File: src/rtl/sn_gen_arbiter.sv
// sn_gen_arbiter: round-robin front end for one shared stochastic-number
// generator. Grants one requester at a time, latches its operands, pulses the
// generator start/stop, passes the bit-streams back to the owner and reports a
// per-lane ones count at the end of each burst.
module sn_gen_arbiter #(
    parameter int NUM_REQ  = 4,
    parameter int NUM_LANE = 4,
    parameter int LANE_W   = 4,
    parameter int TIMEOUT  = 4
) (
    input  logic                               i_clk_sn_arb,
    input  logic                               i_rst_n_sn_arb,
    input  logic [NUM_REQ-1:0]                 i_req,
    input  logic [NUM_REQ*NUM_LANE*LANE_W-1:0] i_req_data,
    input  logic [NUM_REQ-1:0]                 i_abort,
    output logic [NUM_REQ-1:0]                 o_ack,
    output logic [NUM_REQ-1:0]                 o_sn_valid,
    output logic [NUM_LANE-1:0]                o_sn_bit,
    output logic [NUM_REQ-1:0]                 o_done,
    output logic [NUM_LANE*5-1:0]              o_ones_cnt,
    output logic                               o_aborted,
    output logic                               o_err,
    output logic                               o_busy,
    output logic [NUM_LANE*LANE_W-1:0]         o_gen_x_bn,
    output logic                               o_gen_start,
    output logic                               o_gen_stop,
    input  logic                               i_gen_isgen,
    input  logic [NUM_LANE-1:0]                i_gen_sn_bit
);

    localparam int SLICE_W = NUM_LANE * LANE_W;
    localparam int PTR_W   = $clog2(NUM_REQ);
    localparam int TMO_W   = $clog2(TIMEOUT + 1);
    localparam int CNT_W   = 5;
    // A 16-cycle burst can legally produce at most 15 ones; 16 marks overflow.
    localparam logic [CNT_W-1:0] CNT_SAT = CNT_W'(16);

    typedef enum logic [2:0] {
        S_IDLE,
        S_START,
        S_WAIT,
        S_STREAM,
        S_DONE
    } state_t;

    state_t                              state;
    logic [PTR_W-1:0]                    ptr;
    logic [PTR_W-1:0]                    owner;
    logic [SLICE_W-1:0]                  x_bn_q;
    logic [NUM_LANE-1:0][CNT_W-1:0]      ones_cnt;
    logic [NUM_LANE-1:0][CNT_W-1:0]      ones_next;
    logic [TMO_W-1:0]                    tmo_cnt;
    logic                                aborted_q;
    logic                                err_q;
    logic                                stop_q;

    logic [NUM_REQ-1:0][SLICE_W-1:0]     req_slices;
    logic [PTR_W:0]                      cand;
    logic [PTR_W-1:0]                    grant_idx;
    logic                                grant_found;
    logic [NUM_REQ-1:0]                  owner_oh;
    logic                                in_burst;
    logic                                stream_valid;
    logic                                abort_hit;

    // Requester r's operands occupy slice r of the flat input bus.
    assign req_slices = i_req_data;

    // Pick the first requester at or after the round-robin pointer.
    always_comb begin
        // NOTE: every variable gets a default first so no path infers a latch.
        grant_found = 1'b0;
        grant_idx   = '0;
        cand        = '0;
        for (int i = 0; i < NUM_REQ; i++) begin
            cand = {1'b0, ptr} + (PTR_W+1)'(i);
            if (cand >= (PTR_W+1)'(NUM_REQ)) begin
                cand = cand - (PTR_W+1)'(NUM_REQ);
            end
            if (!grant_found && i_req[cand[PTR_W-1:0]]) begin
                grant_found = 1'b1;
                grant_idx   = cand[PTR_W-1:0];
            end
        end
    end

    // Next ones counts: add this cycle's bits, saturating at 16.
    always_comb begin
        ones_next = ones_cnt;
        for (int l = 0; l < NUM_LANE; l++) begin
            if (i_gen_sn_bit[l] && (ones_cnt[l] != CNT_SAT)) begin
                ones_next[l] = ones_cnt[l] + CNT_W'(1);
            end
        end
    end

    assign owner_oh     = NUM_REQ'(1) << owner;
    assign in_burst     = (state == S_WAIT) || (state == S_STREAM);
    assign stream_valid = in_burst && i_gen_isgen;
    // Only the owner may stop the burst, and only the first abort cycle counts.
    assign abort_hit    = in_burst && i_abort[owner] && !aborted_q;

    // Acknowledge is combinational so operands are captured on the grant edge;
    // it is held off during reset so every output reads zero while reset is low.
    assign o_ack = (state == S_IDLE && grant_found && i_rst_n_sn_arb)
                   ? (NUM_REQ'(1) << grant_idx) : '0;

    assign o_sn_valid  = stream_valid ? owner_oh : '0;
    assign o_sn_bit    = i_gen_sn_bit & {NUM_LANE{stream_valid}};
    assign o_done      = (state == S_DONE) ? owner_oh : '0;
    assign o_ones_cnt  = ones_cnt;
    assign o_aborted   = aborted_q && (state == S_DONE);
    assign o_err       = err_q && (state == S_DONE);
    assign o_busy      = (state != S_IDLE);
    assign o_gen_x_bn  = x_bn_q;
    assign o_gen_start = (state == S_START);
    assign o_gen_stop  = stop_q;

    // Arbitration / burst FSM with its counters and registered flags.
    always_ff @(posedge i_clk_sn_arb or negedge i_rst_n_sn_arb) begin
        if (!i_rst_n_sn_arb) begin
            state     <= S_IDLE;
            ptr       <= '0;
            owner     <= '0;
            x_bn_q    <= '0;
            ones_cnt  <= '0;
            tmo_cnt   <= '0;
            aborted_q <= 1'b0;
            err_q     <= 1'b0;
            stop_q    <= 1'b0;
        end else begin
            // NOTE: non-blocking assignments so every register sees pre-edge values.
            stop_q <= 1'b0;
            case (state)
                S_IDLE: begin
                    if (grant_found) begin
                        owner  <= grant_idx;
                        x_bn_q <= req_slices[grant_idx];
                        state  <= S_START;
                    end
                end
                S_START: begin
                    ones_cnt  <= '0;
                    tmo_cnt   <= '0;
                    aborted_q <= 1'b0;
                    err_q     <= 1'b0;
                    state     <= S_WAIT;
                end
                S_WAIT: begin
                    if (abort_hit) begin
                        aborted_q <= 1'b1;
                        stop_q    <= 1'b1;
                    end
                    if (i_gen_isgen) begin
                        ones_cnt <= ones_next;
                        state    <= S_STREAM;
                    end else if (tmo_cnt == TMO_W'(TIMEOUT - 1)) begin
                        err_q <= 1'b1;
                        state <= S_DONE;
                    end else begin
                        tmo_cnt <= tmo_cnt + TMO_W'(1);
                    end
                end
                S_STREAM: begin
                    if (abort_hit) begin
                        aborted_q <= 1'b1;
                        stop_q    <= 1'b1;
                    end
                    // The cycle where isgen falls carries no valid bits.
                    if (i_gen_isgen) begin
                        ones_cnt <= ones_next;
                    end else begin
                        state <= S_DONE;
                    end
                end
                S_DONE: begin
                    ptr   <= (owner == PTR_W'(NUM_REQ - 1)) ? '0 : owner + PTR_W'(1);
                    state <= S_IDLE;
                end
                default: begin
                    state <= S_IDLE;
                end
            endcase
        end
    end

endmodule

File: config.mk
export PLATFORM = sky130hd
export DESIGN_NAME = sn_gen_arbiter
export DESIGN_NICKNAME = d
export VERILOG_FILES = /design/src/rtl/sn_gen_arbiter.sv
export SDC_FILE = /design/constraint.sdc
export NUM_CORES = 1
export LEC_CHECK = 0
export BUFFER_PORTS_ARGS = -buffer_cell sky130_fd_sc_hd__buf_4
export CORE_ASPECT_RATIO = 0.8
export CORE_UTILIZATION = 30
export DETAILED_ROUTE_END_ITERATION = 16
export PLACE_DENSITY = 0.63
export RECOVER_POWER = 25
export SETUP_SLACK_MARGIN = 0.5
export SLEW_MARGIN = 20
export SYNTH_ARGS = -nofsm -noshare
export SYNTH_HDL_FRONTEND = slang
export SYNTH_SLANG_ARGS = --single-unit
export TNS_END_PERCENT = 1
File: constraint.sdc
create_clock -name i_clk_sn_arb -period 2.7 [get_ports i_clk_sn_arb]
set_input_delay 0.54 -clock i_clk_sn_arb [delete_from_list [all_inputs] [get_ports i_clk_sn_arb]]
set_output_delay 0.54 -clock i_clk_sn_arb [all_outputs]
set_load 0.02 [all_outputs]
==> results of run 1 <==
==> Yosys cell counts (all sizes together) (3+ instances only) <==
cell | instances | area [um^2]
nand4 | 22 | 138
xor2 | 10 | 87.6
dfrtp | 49 | 1230
mux2 | 4 | 45.0
nor3 | 3 | 20.0
o21ai | 12 | 75.1
nand2 | 49 | 184
a31oi | 35 | 219
a211oi | 16 | 120
inv | 20 | 75.1
nand3 | 8 | 40.0
nor3b | 3 | 22.5
clkbuf | 10 | 37.5
nor2 | 40 | 150
and3 | 23 | 144
and2 | 9 | 56.3
nand4b | 5 | 43.8
o211ai | 5 | 42.5
buf | 18 | 108
ha | 14 | 175
nand2b | 4 | 25.0
==> stage by stage <==
stage,std cells,instance area (um^2)
detailed placement,649,4440
floorplan,385,3270
CTS,658,4610
global route,660,4670
global placement,649,4440
finish,660,4670
==> path summary, 6_finish.rpt <==
check,start,to,slack (ns),cells past startpoint
worst max-delay path,i_req[2],o_ack[0],0.49,5
worst min-delay path,i_rst_n_sn_arb,o_ones_cnt[11],0.15,1
worst max register to register,ptr[1],o_gen_x_bn[3],0.79,5
worst min register to register,aborted_q,o_gen_stop,0.48,1
max in group asynchronous,i_rst_n_sn_arb,ptr[1],1.40,2
min in group i_clk_sn_arb,aborted_q,o_gen_stop,0.48,1
==> final cells by class <==
type / instances / area, um^2 / area share [%]
well taps: 140 / 175 / 3.75
flip-flops and latches: 49 / 1230 / 26.3
inverters: 20 / 77.6 / 1.66
repair buffers: 155 / 1170 / 25.1
multi-input cells: 288 / 1860 / 39.9
clock buffers: 6 / 139 / 2.98
clock inverters: 2 / 13.8 / 0.295
==> what timing repair did <==
item,4_1_cts,5_1_grt
pin swaps,1,4
setup buffers,1,2
gates resized for setup,3,14
setup endpoints to repair,5,15
==> per-layer routing <==
| metal | global-route usage (%) | part of all wire, % |
|---|---|---|
| met2 | 28.5 | 48 |
| met3 | 1.91 | 4.6 |
| met5 | 0 | 0 |
| met1 | 25.6 | 46 |
| met4 | 4.96 | 1.4 |
==> flip-flops by register name, indices dropped and copies added, names as in the netlist <==
register,flops
state,3
aborted_q,1
ptr,2
o_gen_x_bn,16
owner,2
o_ones_cnt,20
tmo_cnt,3
err_q,1
o_gen_stop,1
==> cell families (layout without fill, tap and decap cells) <==
family          after synthesis  in the layout  synth area share, %
buf+inv                      48            183                 6.75
simple gates                176            176                 28.0
xor+xnor                     10             10                 2.68
compound gates               81             81                 17.0
fa+ha+maj                    14             14                 5.37
mux                           7              7                 2.68
flops                        49             49                 37.6
==> report_power, final <==
part | switching, mW | internal [mW]
Combinational | 1.36 | 0.993
Sequential | 0.280 | 1.02
Clock | 0.264 | 0.369
Total | 1.91 | 2.38
==> summary.txt, run 1 <==
Cells and area
  • Commonest non-fill, non-tap cell in the layout: buf_4
  • Fill cells: 1,081
  • Final Util: 44.9%
  • Layout net count: 612
  • Number of antenna diodes: 0
  • Layout cells sized above 1: 35.0%
  • Most frequent cells in the layout: 151 x buf_4, 48 x nand2_1, 47 x dfrtp_1
  • Layout area overhead: 43.0%

Synth
  • Synthesized area: 3260 um^2
  • Syn Inst Count: 385
  • Mapped Avg Cell Area: 8.48 um^2
  • FFs w/ async S/R, synth: 100%
  • Register area share after synthesis: 37.6%
  • Yosys cell types: 51
  • Syn nets: 478
  • Synth Flop Type: dfrtp_1
  • Yosys warnings: 0
  • Post-synth EDFFs: 0
  • #FFs+latches synth: 49

STA
  • Slew Limit Headroom: 42.0%
  • Final period utilization: 81.9%
  • Final WS setup: 0.488 ns
  • Worst-Margin Slew: 0.869 ns
  • Slew Viols, Final: 0
  • Post-layout min period: 2.21 ns
  • Final hold violation count: 0
  • Finish-stage setup viols: 0
  • Setup Skew: 0.00837 ns
  • Hold WS: 0.148 ns
  • Fmax: 452 MHz
  • Setup TNS: 0 ns
  • RSZ-0062 raised after global routing: yes

Floorplanning
  • Core box area: 10,400 um^2
  • I/O pin total: 136
  • Initial core utilization: 31.4%
  • Die Footprint: 11,300 um^2
  • Die Y: 95.3 um
  • Die W: 119 um
  • Core Rows: 33

Drt
  • Via density: 5.17
  • Iter 0 DRT Violations: 181
  • Total Wirelength: 10,400 um
  • First-pass iteration count of the detailed router: 4
  • Detailed-route DRC error count: 0
  • ANT nets after route: 0
  • Avg WL per Cell: 15.8 um
  • Via count: 3,415

Clock network
  • Clk_lat worst skew: 0.28 ns
  • Clock Sink Count: 49
  • CTS max path bufs: 2
  • Clock Pin Slew Worst Setup and Hold Paths: 0.07 ns
  • Number of hold buffers added after CTS: 0
  • Root buffer cell: clkbuf_16
  • Clock tree from TritonCTS: yes
  • Number of CTS-inserted buffers: 5
  • H-tree levels: 2

Critical path
  • Crit-path cells: buf_4 -> or3_4 -> o21a_4 -> and3_4 -> buf_4
  • CP peak stage delay: 0.41 ns
  • CP arrival: 1.67 ns
  • CP required: 2.16 ns
  • Cell family with most CP delay: simple AND/OR/NAND/NOR gates
  • CP max-delay cell: or3_4
  • Crit end category: primary output
  • Most used cell, CP: buf_4
  • Crit path kind: in -> out
  • Worst Path Buf+Inv: 2
  • Startpoint types: input port
  • Critical path peak fanout: 7

Global routing
  • Global-route wire length before repair: 16,000 um
  • Gr ovfl total: 0
  • Vias in the first global route: 3,176
  • Total GRT Usage: 17.8%
  • Largest net degree at the start of global routing: 25
  • Initial antenna violation count: 0

Worst hold path
  • Worst hold path class: in -> async

Placement
  • Global placer's final weighted congestion: 0.927
  • DPL Wire Length: 8020 um
  • Dpl ws: 0.390 ns
  • IO buf count: 135

Run status
  • Status: completed

Run
  • Max-Cap Viols: 0

Power and ir drop
  • P_leak: 2.29 nW
  • Pwr Total: 4.29 mW
  • Power density over the cells: 919 nW/um^2
  • Peak supply drop: 0.268 mV
No activity file was read; power rests on OpenSTA's default activity.
==> inputs of run 2 (changes only) <==
--- a/config.mk
+++ b/config.mk
@@ -9,7 +9,7 @@
 export CORE_ASPECT_RATIO = 0.8
 export CORE_UTILIZATION = 30
 export DETAILED_ROUTE_END_ITERATION = 16
-export PLACE_DENSITY = 0.63
+export PLACE_DENSITY = 0.65
 export RECOVER_POWER = 25
 export SETUP_SLACK_MARGIN = 0.5
 export SLEW_MARGIN = 20
==> constraint.sdc (replaced) <==
create_clock -name i_clk_sn_arb -period 1.9 [get_ports i_clk_sn_arb]
set_input_delay 0.38 -clock i_clk_sn_arb [delete_from_list [all_inputs] [get_ports i_clk_sn_arb]]
set_output_delay 0.38 -clock i_clk_sn_arb [all_outputs]
set_load 0.02 [all_outputs]
==> run 2 against run 1 <==
Net effect: sequential share of layout area decreased by 3.9 points; worst setup slack got worse by 0.47 ns; highest routed layer unchanged; via count increased by 2.6%.
==> summary.txt, run 2 (synthesis gave the netlist of run 1 again) <==
Critical path
  • Crit end category: primary output (unchanged)
  • CP required: 1.52 ns (was 2.16 ns)
  • Crit-path cells: buf_6 -> a211o_1 -> nand3_2 -> nand2_2 -> nor2_4 -> buf_6 (was buf_4 -> or3_4 -> o21a_4 -> and3_4 -> buf_4)
  • CP arrival: 1.50 ns (was 1.67 ns)
  • Startpoint types: flop (was input port)
  • Crit path kind: reg -> out (was in -> out)
  • CP peak stage delay: 0.44 ns (was 0.41 ns)
  • CP max-delay cell: dfrtp_2 (was or3_4)
  • Most used cell, CP: buf_6 (was buf_4)
  • Critical path peak fanout: 4 (was 7)
  • Reg2Reg Setup Slack: 0.13 ns (was 0.79 ns)
  • Reg2Reg Depth: 5 (unchanged)
  • Crit path to: o_ack[2] (was o_ack[0])
  • Reg2reg end: o_gen_x_bn[11] (was o_gen_x_bn[3])
  • Worst reg2reg startpoint: ptr[0] (was ptr[1])
  • Critical path origin: ptr[0] (was i_req[2])

STA
  • Final hold violation count: 0 (unchanged)
  • Post-layout min period: 1.88 ns
  • Final period utilization: 99.0%
  • Setup Skew: 0.00655 ns (was 0.00837 ns)
  • Slew Limit Headroom: 22.9% (was 42.0%)
  • RSZ-0062 raised after global routing: yes (unchanged)
  • Slew Viols, Final: 0 (unchanged)
  • Finish-stage setup viols: 0 (unchanged)
  • Fmax: 532 MHz
  • Worst-Margin Slew: 1.16 ns (was 0.869 ns)

Clock network
  • Clock Pin Slew Worst Setup and Hold Paths: 0.06 ns (was 0.07 ns)
  • Clock Sink Count: 49 (unchanged)
  • H-tree levels: 2 (unchanged)
  • Clock tree from TritonCTS: yes (unchanged)
  • Clk_lat worst skew: 0.29 ns (was 0.28 ns)
  • Root buffer cell: clkbuf_16 (unchanged)
  • CTS max path bufs: 2 (unchanged)
  • Number of CTS-inserted buffers: 5 (unchanged)

Global routing
  • Vias in the first global route: 3,349 (was 3,176)
  • Gr ovfl total: 0 (unchanged)
  • Total GRT Usage: 18.9% (was 17.8%)
  • Gr busiest metal: met2 (unchanged)
  • Largest net degree at the start of global routing: 46 (was 25)
  • Met1 Use GR: 25.8% (was 25.6%)
  • Global-route wire length before repair: 17,000 um (was 16,000 um)
  • Met3 GRT Util: 2.87% (was 1.91%)
  • Met2 usage in global routing: 32.4% (was 28.5%)
  • Initial antenna violation count: 0 (unchanged)

Floorplanning
  • Die Y: 95.3 um (unchanged)
  • Die Footprint: 11,300 um^2 (unchanged)
  • Initial core utilization: 31.4% (unchanged)
  • I/O pin total: 136 (unchanged)
  • Core box area: 10,400 um^2 (unchanged)
  • Core Rows: 33 (unchanged)
  • Die W: 119 um (unchanged)

Drt
  • Via density: 5.15 (was 5.17)
  • Iter 0 DRT Violations: 217 (was 181)
  • First-pass iteration count of the detailed router: 4 (unchanged)
  • Detailed-route DRC error count: 0 (unchanged)
  • ANT nets after route: 0 (unchanged)
  • Avg WL per Cell: 16.2 um (was 15.8 um)
  • Total Wirelength: 11,000 um (was 10,400 um)
  • Via count: 3,505 (was 3,415)

Cells and area
  • Commonest non-fill, non-tap cell in the layout: buf_4 (unchanged)
  • Final Util: 52.7% (was 44.9%)
  • Design area: 5480 um^2 (was 4670 um^2)
  • Fill cells: 960 (was 1,081)
  • Layout area overhead: 68.0% (was 43.0%)
  • Most frequent cells in the layout: 140 x buf_4, 45 x nand2_1, 45 x dfrtp_1 (was 151 x buf_4, 48 x nand2_1, 47 x dfrtp_1)
  • Register area: 1230 um^2 (about the same)
  • Layout net count: 632 (was 612)
  • Multi-input logic area: 2360 um^2 (was 1860 um^2)
  • Layout cells sized above 1: 49.4% (was 35.0%)
  • Number of antenna diodes: 0 (unchanged)
  • Number of flip-flops in the largest register: 20 (unchanged)

Placement
  • Placed cell area: 4600 um^2 (was 4440 um^2)
  • IO buf count: 135 (unchanged)
  • Global placer's final weighted congestion: 0.909 (was 0.927)
  • DPL Wire Length: 8070 um (was 8020 um)

Run status
  • Status: completed (unchanged)

Power and ir drop
  • Power density over the cells: 1330 nW/um^2 (was 919 nW/um^2)
  • P_leak: 2.47 nW (was 2.29 nW)
  • Peak supply drop: 0.471 mV (was 0.268 mV)

Run
  • Max-Cap Viols: 0 (unchanged)

Worst hold path
  • Worst hold path class: in -> reg (was in -> async)
run 2: cell count changes in the layout (fill, tap and decap cells not counted), sizes merged:
cell	previous run	this run
buf	153	173
bufinv	0	1
clkbuf	8	7
clkinv	2	1
clkinvlp	0	1
dlygate4sd3	0	1
inv	20	19
run 2: power breakdown:
part	total [mW]	switching, mW	internal [mW]
Clock	1.04	0.380	0.657
Combinational	4.41	2.39	2.02
Sequential	1.83	0.380	1.45
Total	7.27	3.15	4.12
run 2: how the worst min path moves through the flow:
stage,start,slack (ns),depth (start not counted),end
global placement,i_rst_n_sn_arb,0.21,1,owner[1]
global route,i_gen_isgen,0.35,2,state[2]
floorplan,i_rst_n_sn_arb,0.08,0,aborted_q
CTS,i_rst_n_sn_arb,0.28,2,o_gen_x_bn[12]
finish,i_gen_isgen,0.34,2,state[2]
detailed placement,i_rst_n_sn_arb,0.21,1,owner[1]
run 2: final cells by class:
| cell class | count | area share [%] |
|---|---|---|
| Multi-Input combinational cell | 288 | 43.0 |
| Timing Repair Buffer | 175 | 26.5 |
| Sequential cell | 49 | 22.5 |
| Tap cell | 140 | 3.19 |
| Clock buffer | 6 | 2.53 |
| Inverter | 20 | 1.60 |
| Clock inverter | 2 | 0.684 |
run 2: routing by layer:
layer,wire length (um),vias up
met5,0,-
met4,44,0
met3,502,5
met2,5630,102
met1,4840,1710
li1,-,1688
run 2: worst max-delay path: cells and delay by family, from the launching register on:
kind	cells	cell delay, ns
buffers and inverters	2	0.26
flip-flops	1	0.44
AO/OA/AOI/OAI	1	0.28
AND/OR/NAND/NOR	3	0.25
run 2: through the flow:
step | hold slack [ns] | setup TNS [ns] | cells | setup WS (ns) | total power [mW]
3_5_place_dp | 0.214 | 0 | 664 | 0.0114 | 5.30
4_1_cts | 0.279 | -0.00471 | 678 | -0.00471 | 7.07
5_1_grt | 0.348 | -0.0897 | 680 | -0.0326 | 7.73
3_3_place_gp | 0.210 | 0 | 664 | 0.0316 | 5.20
2_1_floorplan | 0.0844 | 0 | 385 | 0.135 | 3.90
6_report | 0.339 | 0 | 680 | 0.0188 | 7.27
run 2: what timing repair did:
action,CTS,global route
gates resized for setup,113,23
hold buffers,1,0
endpoints found under the hold margin,4,0
setup endpoints to repair,56,61
pin swaps,64,65
setup buffers,5,2
